**src/rtl/a2d_rr_intf.sv**
```systemverilog
// Round-robin SPI master for a 12-bit ADC128S-style converter.
// One strt_cnv runs a six-transaction sweep (ch0, ch0, ch4, ch4, ch5, ch5).
// The first transaction of each pair selects the channel. The second one
// returns that channel's conversion, which is captured into its result register.
//
// state | meaning
// ------+-----------------------------------------------------------------
// IDLE  | SS_n high, waiting for strt_cnv
// XFER  | SS_n low, 16-bit transaction in progress
// GAP   | SS_n high between transactions; after the 6th, signals completion
module a2d_rr_intf #(
    parameter int SCLK_DIV = 32,
    parameter int GAP      = 4
) (
    input  logic        clk,
    input  logic        rst_n,
    input  logic        strt_cnv,
    output logic        busy,
    output logic        cnv_cmplt,
    output logic [11:0] lft_ld,
    output logic [11:0] rght_ld,
    output logic [11:0] batt,
    output logic        SS_n,
    output logic        SCLK,
    output logic        MOSI,
    input  logic        MISO
);

    localparam int CW = $clog2(SCLK_DIV);
    localparam int GW = $clog2(GAP + 1);
    localparam logic [CW-1:0] CNT_PRE  = CW'(3 * SCLK_DIV / 4 - 1);
    localparam logic [CW-1:0] CNT_RISE = CW'(SCLK_DIV / 2 - 1);
    localparam logic [CW-1:0] CNT_TOP  = CW'(SCLK_DIV - 1);
    localparam logic [GW-1:0] GAP_LD   = GW'(GAP - 1);

    typedef enum logic [1:0] {IDLE, XFER, GAP_ST} state_t;

    state_t        state_q, state_d;
    logic [CW-1:0] cnt_q, cnt_d;
    logic [4:0]    bit_cnt_q, bit_cnt_d;
    logic [15:0]   shift_q, shift_d;
    logic          miso_q, miso_d;
    logic [2:0]    idx_q, idx_d;
    logic [GW-1:0] gap_q, gap_d;
    logic          ss_n_q, ss_n_d;
    logic          busy_q, busy_d;
    logic          cmplt_q, cmplt_d;
    logic [11:0]   lft_q, lft_d;
    logic [11:0]   rght_q, rght_d;
    logic [11:0]   batt_q, batt_d;

    logic          sclk_rise;
    logic          sclk_fall;
    logic [15:0]   shift_nxt;

    // Command word for a transaction index: pairs map to channels 0, 4, 5.
    function automatic logic [15:0] cmd_for(input logic [2:0] idx);
        logic [2:0] ch;
        ch = 3'd5;
        if (idx < 3'd2)      ch = 3'd0;
        else if (idx < 3'd4) ch = 3'd4;
        return {2'b00, ch, 11'h000};
    endfunction

    // State and datapath registers; reset aborts any transaction at once.
    always_ff @(posedge clk or negedge rst_n) begin
        if (!rst_n) begin
            state_q   <= IDLE;
            cnt_q     <= '0;
            bit_cnt_q <= '0;
            shift_q   <= '0;
            miso_q    <= 1'b0;
            idx_q     <= '0;
            gap_q     <= '0;
            ss_n_q    <= 1'b1;
            busy_q    <= 1'b0;
            cmplt_q   <= 1'b0;
            lft_q     <= '0;
            rght_q    <= '0;
            batt_q    <= '0;
        end else begin
            state_q   <= state_d;
            cnt_q     <= cnt_d;
            bit_cnt_q <= bit_cnt_d;
            shift_q   <= shift_d;
            miso_q    <= miso_d;
            idx_q     <= idx_d;
            gap_q     <= gap_d;
            ss_n_q    <= ss_n_d;
            busy_q    <= busy_d;
            cmplt_q   <= cmplt_d;
            lft_q     <= lft_d;
            rght_q    <= rght_d;
            batt_q    <= batt_d;
        end
    end

    assign sclk_rise = (cnt_q == CNT_RISE);
    assign sclk_fall = (cnt_q == CNT_TOP);
    assign shift_nxt = {shift_q[14:0], miso_q};

    // Next-state logic: sequencing, SCLK generation, shifting and result capture.
    always_comb begin
        state_d   = state_q;
        cnt_d     = cnt_q;
        bit_cnt_d = bit_cnt_q;
        shift_d   = shift_q;
        miso_d    = miso_q;
        idx_d     = idx_q;
        gap_d     = gap_q;
        ss_n_d    = ss_n_q;
        busy_d    = busy_q;
        cmplt_d   = 1'b0;
        lft_d     = lft_q;
        rght_d    = rght_q;
        batt_d    = batt_q;
        case (state_q)
            IDLE: begin
                if (strt_cnv) begin
                    state_d   = XFER;
                    idx_d     = 3'd0;
                    busy_d    = 1'b1;
                    ss_n_d    = 1'b0;
                    cnt_d     = CNT_PRE;
                    bit_cnt_d = 5'd0;
                    shift_d   = cmd_for(3'd0);
                end
            end
            XFER: begin
                cnt_d = cnt_q + CW'(1);
                if (sclk_rise) begin
                    miso_d    = MISO;
                    bit_cnt_d = bit_cnt_q + 5'd1;
                end
                // The fall before the first rise carries no data, so it does not shift.
                if (sclk_fall && bit_cnt_q != 5'd0) begin
                    shift_d = shift_nxt;
                end
                // The wrap after the 16th rise ends the transaction instead of falling.
                if (sclk_fall && bit_cnt_q == 5'd16) begin
                    ss_n_d  = 1'b1;
                    state_d = GAP_ST;
                    gap_d   = GAP_LD;
                    case (idx_q)
                        3'd1:    lft_d  = shift_nxt[11:0];
                        3'd3:    rght_d = shift_nxt[11:0];
                        3'd5:    batt_d = shift_nxt[11:0];
                        default: ;
                    endcase
                end
            end
            GAP_ST: begin
                if (idx_q == 3'd5) begin
                    // Completion cycle is spent in GAP so a coincident strt_cnv is dropped.
                    if (!cmplt_q) begin
                        cmplt_d = 1'b1;
                        busy_d  = 1'b0;
                    end else begin
                        state_d = IDLE;
                    end
                end else if (gap_q == '0) begin
                    state_d   = XFER;
                    idx_d     = idx_q + 3'd1;
                    ss_n_d    = 1'b0;
                    cnt_d     = CNT_PRE;
                    bit_cnt_d = 5'd0;
                    shift_d   = cmd_for(idx_q + 3'd1);
                end else begin
                    gap_d = gap_q - GW'(1);
                end
            end
            default: state_d = IDLE;
        endcase
    end

    assign SS_n      = ss_n_q;
    assign SCLK      = ss_n_q | cnt_q[CW-1];
    assign MOSI      = ~ss_n_q & shift_q[15];
    assign busy      = busy_q;
    assign cnv_cmplt = cmplt_q;
    assign lft_ld    = lft_q;
    assign rght_ld   = rght_q;
    assign batt      = batt_q;

endmodule

```
**config.mk**
```make
export PLATFORM = sky130hd
export DESIGN_NAME = a2d_rr_intf
export DESIGN_NICKNAME = d
export VERILOG_FILES = /design/src/rtl/a2d_rr_intf.sv
export SDC_FILE = /design/constraint.sdc
export NUM_CORES = 1
export LEC_CHECK = 0
export CAP_MARGIN = 20
export CORE_MARGIN = 1
export CORE_UTILIZATION = 48
export DETAILED_ROUTE_END_ITERATION = 6
export PLACE_DENSITY = 0.68
export SETUP_SLACK_MARGIN = 0.1
export SYNTH_ARGS = -nofsm -noshare
export SYNTH_HDL_FRONTEND = slang
export SYNTH_SLANG_ARGS = --single-unit
```
**constraint.sdc**
```tcl
create_clock -name clk -period 2.9 [get_ports clk]
set_input_delay 0.58 -clock clk [delete_from_list [all_inputs] [get_ports clk]]
set_output_delay 0.58 -clock clk [all_outputs]
set_load 0.01 [all_outputs]
```
Yosys cells after proc, flatten, opt, wreduce, memory -nomap -nowiden:

Cells that the tools add are included.

* register bits after elaboration: 74
* input port bits: 4
* output and inout bits: 41
* word-level logic and storage cells: 103

* add/sub/neg operators: 4
* order comparisons: 2
* equality and inequality tests: 19
* multiplexer cells: 42
* bitwise gates (word level): 3
* reductions and logical operators: 20

Operators by type and width (number)
* $mux 16: 4
* $pmux 16 s3: 1
* $mux 5: 7
* $pmux 5 s3: 2
* $mux 3: 7
* $reduce_and 4->1: 5
* $ne 2x2->1 const B: 9
* $reduce_and 5->1: 3
* $pmux 3 s2: 2
* $mux 1: 11
* $add 5x1->5 const B: 2
* $eq 5x5->1 const B: 2
* $mux 2: 5
* $reduce_and 3->1: 3
* $ne 3x3->1 const B: 2
* $pmux 2 s3: 1
* $eq 5x4->1 const B: 1
* $reduce_bool 5->1: 1
* $reduce_bool 2->1: 2
* $add 3x1->3 const B: 1
* $eq 3x1->1 const B: 1
* $eq 3x2->1 const B: 1
* $eq 3x3->1 const B: 1
* $logic_not 3->1: 1
* other kinds (14): 15

Logic depth before layout (Yosys ltp):

* depth in word-level cells: 7
* mapped depth: 8
* gate-level depth less buffers: 7

Worst setup path after synthesis:

Ideal clock, no wire load.

* kind: reg-to-reg
* from: reg cnt_q[0]
* to: reg rght_q[10], in the netlist rght_ld[10]
* library setup time: 125 ps
* arrival time: 1826 ps
* data required time: 2775 ps
* path slack: 949 ps
* cell stages (with the launch flop): 9
* buffers on the path: 1
* clock period less this slack: 1951 ps
* cell sequence: dfrtp_1 -> ha_1 -> and3_1 -> ha_1 -> nand2_1 -> nor3_4 -> nand2_1 -> buf_2 -> mux2_2

* cells in the longest elaborated chain, start to end: 3

RTL lines
* start: declaration: RTL line 39 `logic [CW-1:0] cnt_q, cnt_d;`
* start signal: assignment: RTL line 83 `cnt_q <= cnt_d;`
* $eq 5x5->1: RTL line 99 `assign sclk_fall = (cnt_q == CNT_TOP);`
* $logic_and 1x1->1: RTL line 140 `if (sclk_fall && bit_cnt_q == 5'd16) begin`
* $reduce_and 3->1 (no line)
* end signal: assignment: RTL line 93 `rght_q <= rght_d;`
* end: declaration: RTL line 49 `logic [11:0] rght_q, rght_d;`

Every way passes these cells.
A chain may end at the register's enable or synchronous reset.

Worst setup path after layout:

* from: reg cnt_q[0]
* to: reg rght_q[3], in the netlist rght_ld[3]

Same word-level chain as after synthesis.

==> summary.md <==
| Metric | Value |
|---|---|
| Result of the run | finished, final reports clean |
| Maximum fanout encountered on the critical timing path | 12 |
| Clock sink count | 74 |
| Crit path kind | reg2reg |
| Number of distinct standard cells referenced by the synthesized netlist | 38 |
| Area enclosed by the die boundary | 7230 µm² |
| Number of hold-slack violations in the final timing report | 0 |
| Setup Viol. Count Final | 0 |
| Post-CTS Setup Bufs | 0 |
| Overall routed net length | 6170 µm |
| Commonest non-fill, non-tap cells in the layout | 73 x sky130_fd_sc_hd__dfrtp_1, 43 x sky130_fd_sc_hd__clkdlybuf4s50_1, 40 x sky130_fd_sc_hd__mux2_2 |
| TritonCTS Buffers | 9 |
| H-tree level count | 3 |
| Max-slew violations | 0 |
| Fraction of the cycle the final worst path needs | 0.810 |
| Maximum number of pins on one net before global-route repair | 35 |
| Routability cong. | 0.735 |
| IR drop worst, VDD | 0.000447 V |
| Final routed wire length divided by cell count | 15.4 µm |
| Net count reported at finish | 337 |
| Drt first-iter violations | 82 |
| Sum of negative setup slack | 0 ps |
| Quantity of hold-fixing buffers added after cts | 0 |
| Rel. slew slack | 0.611 |
| Antenna viol nets, final | 0 |
| Number of vias per cell | 5.69 |
| Area of the mapped netlist | 3310 µm² |
| Routed via count | 2283 |
| Antenna diode count | 0 |
| Post-cts gate resize count | 0 |
| Leading area contributor after synthesis | sky130_fd_sc_hd__dfrtp_1 |
| Worst slew pin tran | 582 ps |
| CTS tree | built |
| Row cnt | 29 |
| Syn. warnings | 0 |
| Critical path data arrival time | 2580 ps |
| Clock root buffer | sky130_fd_sc_hd__clkbuf_8 |
| Path type of the worst min-delay path | in2async |
| Synthesis-stage register bit count | 74 |
| Series of cell instances along the critical path | ha_1 > and3_1 > ha_1 > nand2_1 > nor3_4 > nand2_1 > mux2_2 |
| Max Root-Sink Buffers | 2 |
| Die outline height | 85.0 µm |
| Shortest period the worst path allows | 2350 ps |
| Delay of the slowest cell on the worst path | 410 ps |
| GR Overflow Total | 0 |
| Maximum Capacitance Violations | 0 |
| Clock input transition at the sequential cells of the worst setup and hold paths | 80 ps |
| Width of the die | 85.0 µm |
| Highest achievable clock rate | 0.426 GHz |
| Leading cell type in the layout, fill and taps excluded | sky130_fd_sc_hd__dfrtp_1 |
| Number of input and output port buffers inserted | 44 |
| Critical path launch point type | flip-flop |
| Clock latency at the later pin of the worst-skew pair | 350 ps |
| Power Dens Cells | 587 nW/µm² |
| Min Hold Slack | 199 ps |
| Starting density of the core | 0.510 |
| Overall fraction of global-route tracks in use | 0.190 |
| Post-DP HPWL | 4250 µm |
| Number of nets produced by synthesis | 286 |
| Share of Yosys cell area claimed by the top area cell type | 0.552 |
| First-pass iteration count of the detailed router | 4 |
| Crit path required time | 3130 ps |
| Std-Cell Core Area | 6490 µm² |
| Slowest library cell on the worst path | sky130_fd_sc_hd__nand2_1 |
| Endpoint type of the worst setup path | flip-flop |
| Top post-synthesis cells by area | sky130_fd_sc_hd__dfrtp_1 55%, sky130_fd_sc_hd__mux2_2 14%, sky130_fd_sc_hd__ha_1 5.3% |
| Area overhead of the layout relative to synthesis | 22.6% |
| Boundary pin count | 45 |
| Fraction of layout cells with a size suffix above 1 | 0.219 |
| Initial antenna violation count | 0 |
| Cell count after synthesis | 268 |
| Leakage power | 0.00194 µW |
| RSZ-0062 raised after global routing | no |
| Layout filler cell count | 545 |
| Mean area per synthesized cell | 12.3 µm² |
| Sequential-to-total area share from yosys stat | 0.560 |
| Global-route wire length before repair | 10500 µm |
| Number of DRC violations after detailed routing | 0 |
| Via count of the first global-routing pass | 2166 |
| Clock skew after layout | 7.94 ps |
==> metal layers <==
metal	vias up	wire (µm)	global-route usage
met5	-	0	0
met4	0	123	0.100
met3	10	197	0.0331
met2	46	2880	0.294
met1	1147	2970	0.257
li1	1080	-	-
==> stage by stage <==
step	total power [µW]	cells	cell area [µm²]	utilization	setup WS, ps
2_1_floorplan	1460	268	3310	-	949
3_3_place_gp	1580	385	3860	0.594	523
3_5_place_dp	1590	385	3860	0.594	479
4_1_cts	2410	401	4060	0.625	523
5_1_grt	2520	401	4060	0.625	391
6_report	2380	401	4060	0.625	550
==> cells by family (layout without fill, tap and decap cells) <==
logic type / count (synthesis) / count (layout) / synth area share
buf+inv: 26 / 82 / 0.0333
compound gates: 53 / 53 / 0.116
fa+ha+maj: 14 / 14 / 0.0529
mux: 41 / 41 / 0.139
flops: 74 / 74 / 0.560
simple gates: 60 / 60 / 0.0983
==> worst max-delay path: cells and delay by family, from the launching register on <==
family | cells | cell delay, ps
and+or+nand+nor | 4 | 1030
muxes | 1 | 410
adders and majority gates | 2 | 400
DFF | 1 | 390
==> final timing paths <==
path	startpoint	endpoint	slack, ps	cells past startpoint
worst min-delay path	rst_n	lft_ld[9]	200	1
worst max register to register	cnt_q[0]	rght_ld[3]	550	7
worst min register to register	shift_q[14]	shift_q[15]	500	1
worst max-delay path	cnt_q[0]	rght_ld[3]	550	7
max in group asynchronous	rst_n	state_q[0]	2040	2
min in group clk	shift_q[14]	shift_q[15]	500	1
==> Yosys cell counts <==
cell type / count
sky130_fd_sc_hd__a211o_1: 1
sky130_fd_sc_hd__a211oi_1: 3
sky130_fd_sc_hd__a21o_1: 1
sky130_fd_sc_hd__a21oi_1: 4
sky130_fd_sc_hd__a22o_1: 15
sky130_fd_sc_hd__a22oi_1: 1
sky130_fd_sc_hd__a31oi_1: 1
sky130_fd_sc_hd__a41oi_1: 1
sky130_fd_sc_hd__and3_1: 4
sky130_fd_sc_hd__buf_1: 1
sky130_fd_sc_hd__buf_2: 4
sky130_fd_sc_hd__buf_4: 2
sky130_fd_sc_hd__clkbuf_1: 5
sky130_fd_sc_hd__dfrtp_1: 73
sky130_fd_sc_hd__dfstp_2: 1
sky130_fd_sc_hd__ha_1: 14
sky130_fd_sc_hd__inv_1: 14
sky130_fd_sc_hd__mux2_2: 40
sky130_fd_sc_hd__mux2i_1: 1
sky130_fd_sc_hd__nand2_1: 12
sky130_fd_sc_hd__nand2b_1: 7
sky130_fd_sc_hd__nand3_1: 12
sky130_fd_sc_hd__nand4_1: 3
sky130_fd_sc_hd__nand4b_1: 1
sky130_fd_sc_hd__nor2_1: 5
sky130_fd_sc_hd__nor2b_1: 3
sky130_fd_sc_hd__nor3_1: 8
sky130_fd_sc_hd__nor3_4: 1
sky130_fd_sc_hd__o211ai_1: 3
sky130_fd_sc_hd__o21ai_0: 13
sky130_fd_sc_hd__o21ai_2: 1
sky130_fd_sc_hd__o2bb2ai_1: 2
sky130_fd_sc_hd__o311ai_0: 4
sky130_fd_sc_hd__o31ai_1: 2
sky130_fd_sc_hd__o41ai_1: 1
sky130_fd_sc_hd__or2_2: 2
sky130_fd_sc_hd__or3_1: 1
sky130_fd_sc_hd__or3b_4: 1
==> sequential cells by signal, summed over array words and instances, names as in the netlist <==
name,count
shift_q,16
batt,12
idx_q,3
bit_cnt_q,5
cnv_cmplt,1
busy,1
gap_q,3
cnt_q,5
lft_ld,12
state_q,2
SS_n,1
miso_q,1
rght_ld,12
==> where the power goes <==
part	internal, µW	switching, µW
clock	422	391
combinational	163	283
sequential	1080	45.9
==> area by class of cell <==
class                           instances  area, µm²  share of cell area
Sequential cell                        74       1850               0.457
Multi-Input combinational cell        168       1350               0.332
Timing Repair Buffer                   52        508               0.125
Clock buffer                           10        138              0.0339
Tap cell                               77       96.3              0.0237
Clock inverter                          6       65.1              0.0160
Inverter                               14       52.6              0.0129
Power figures use the tool's default switching activity.
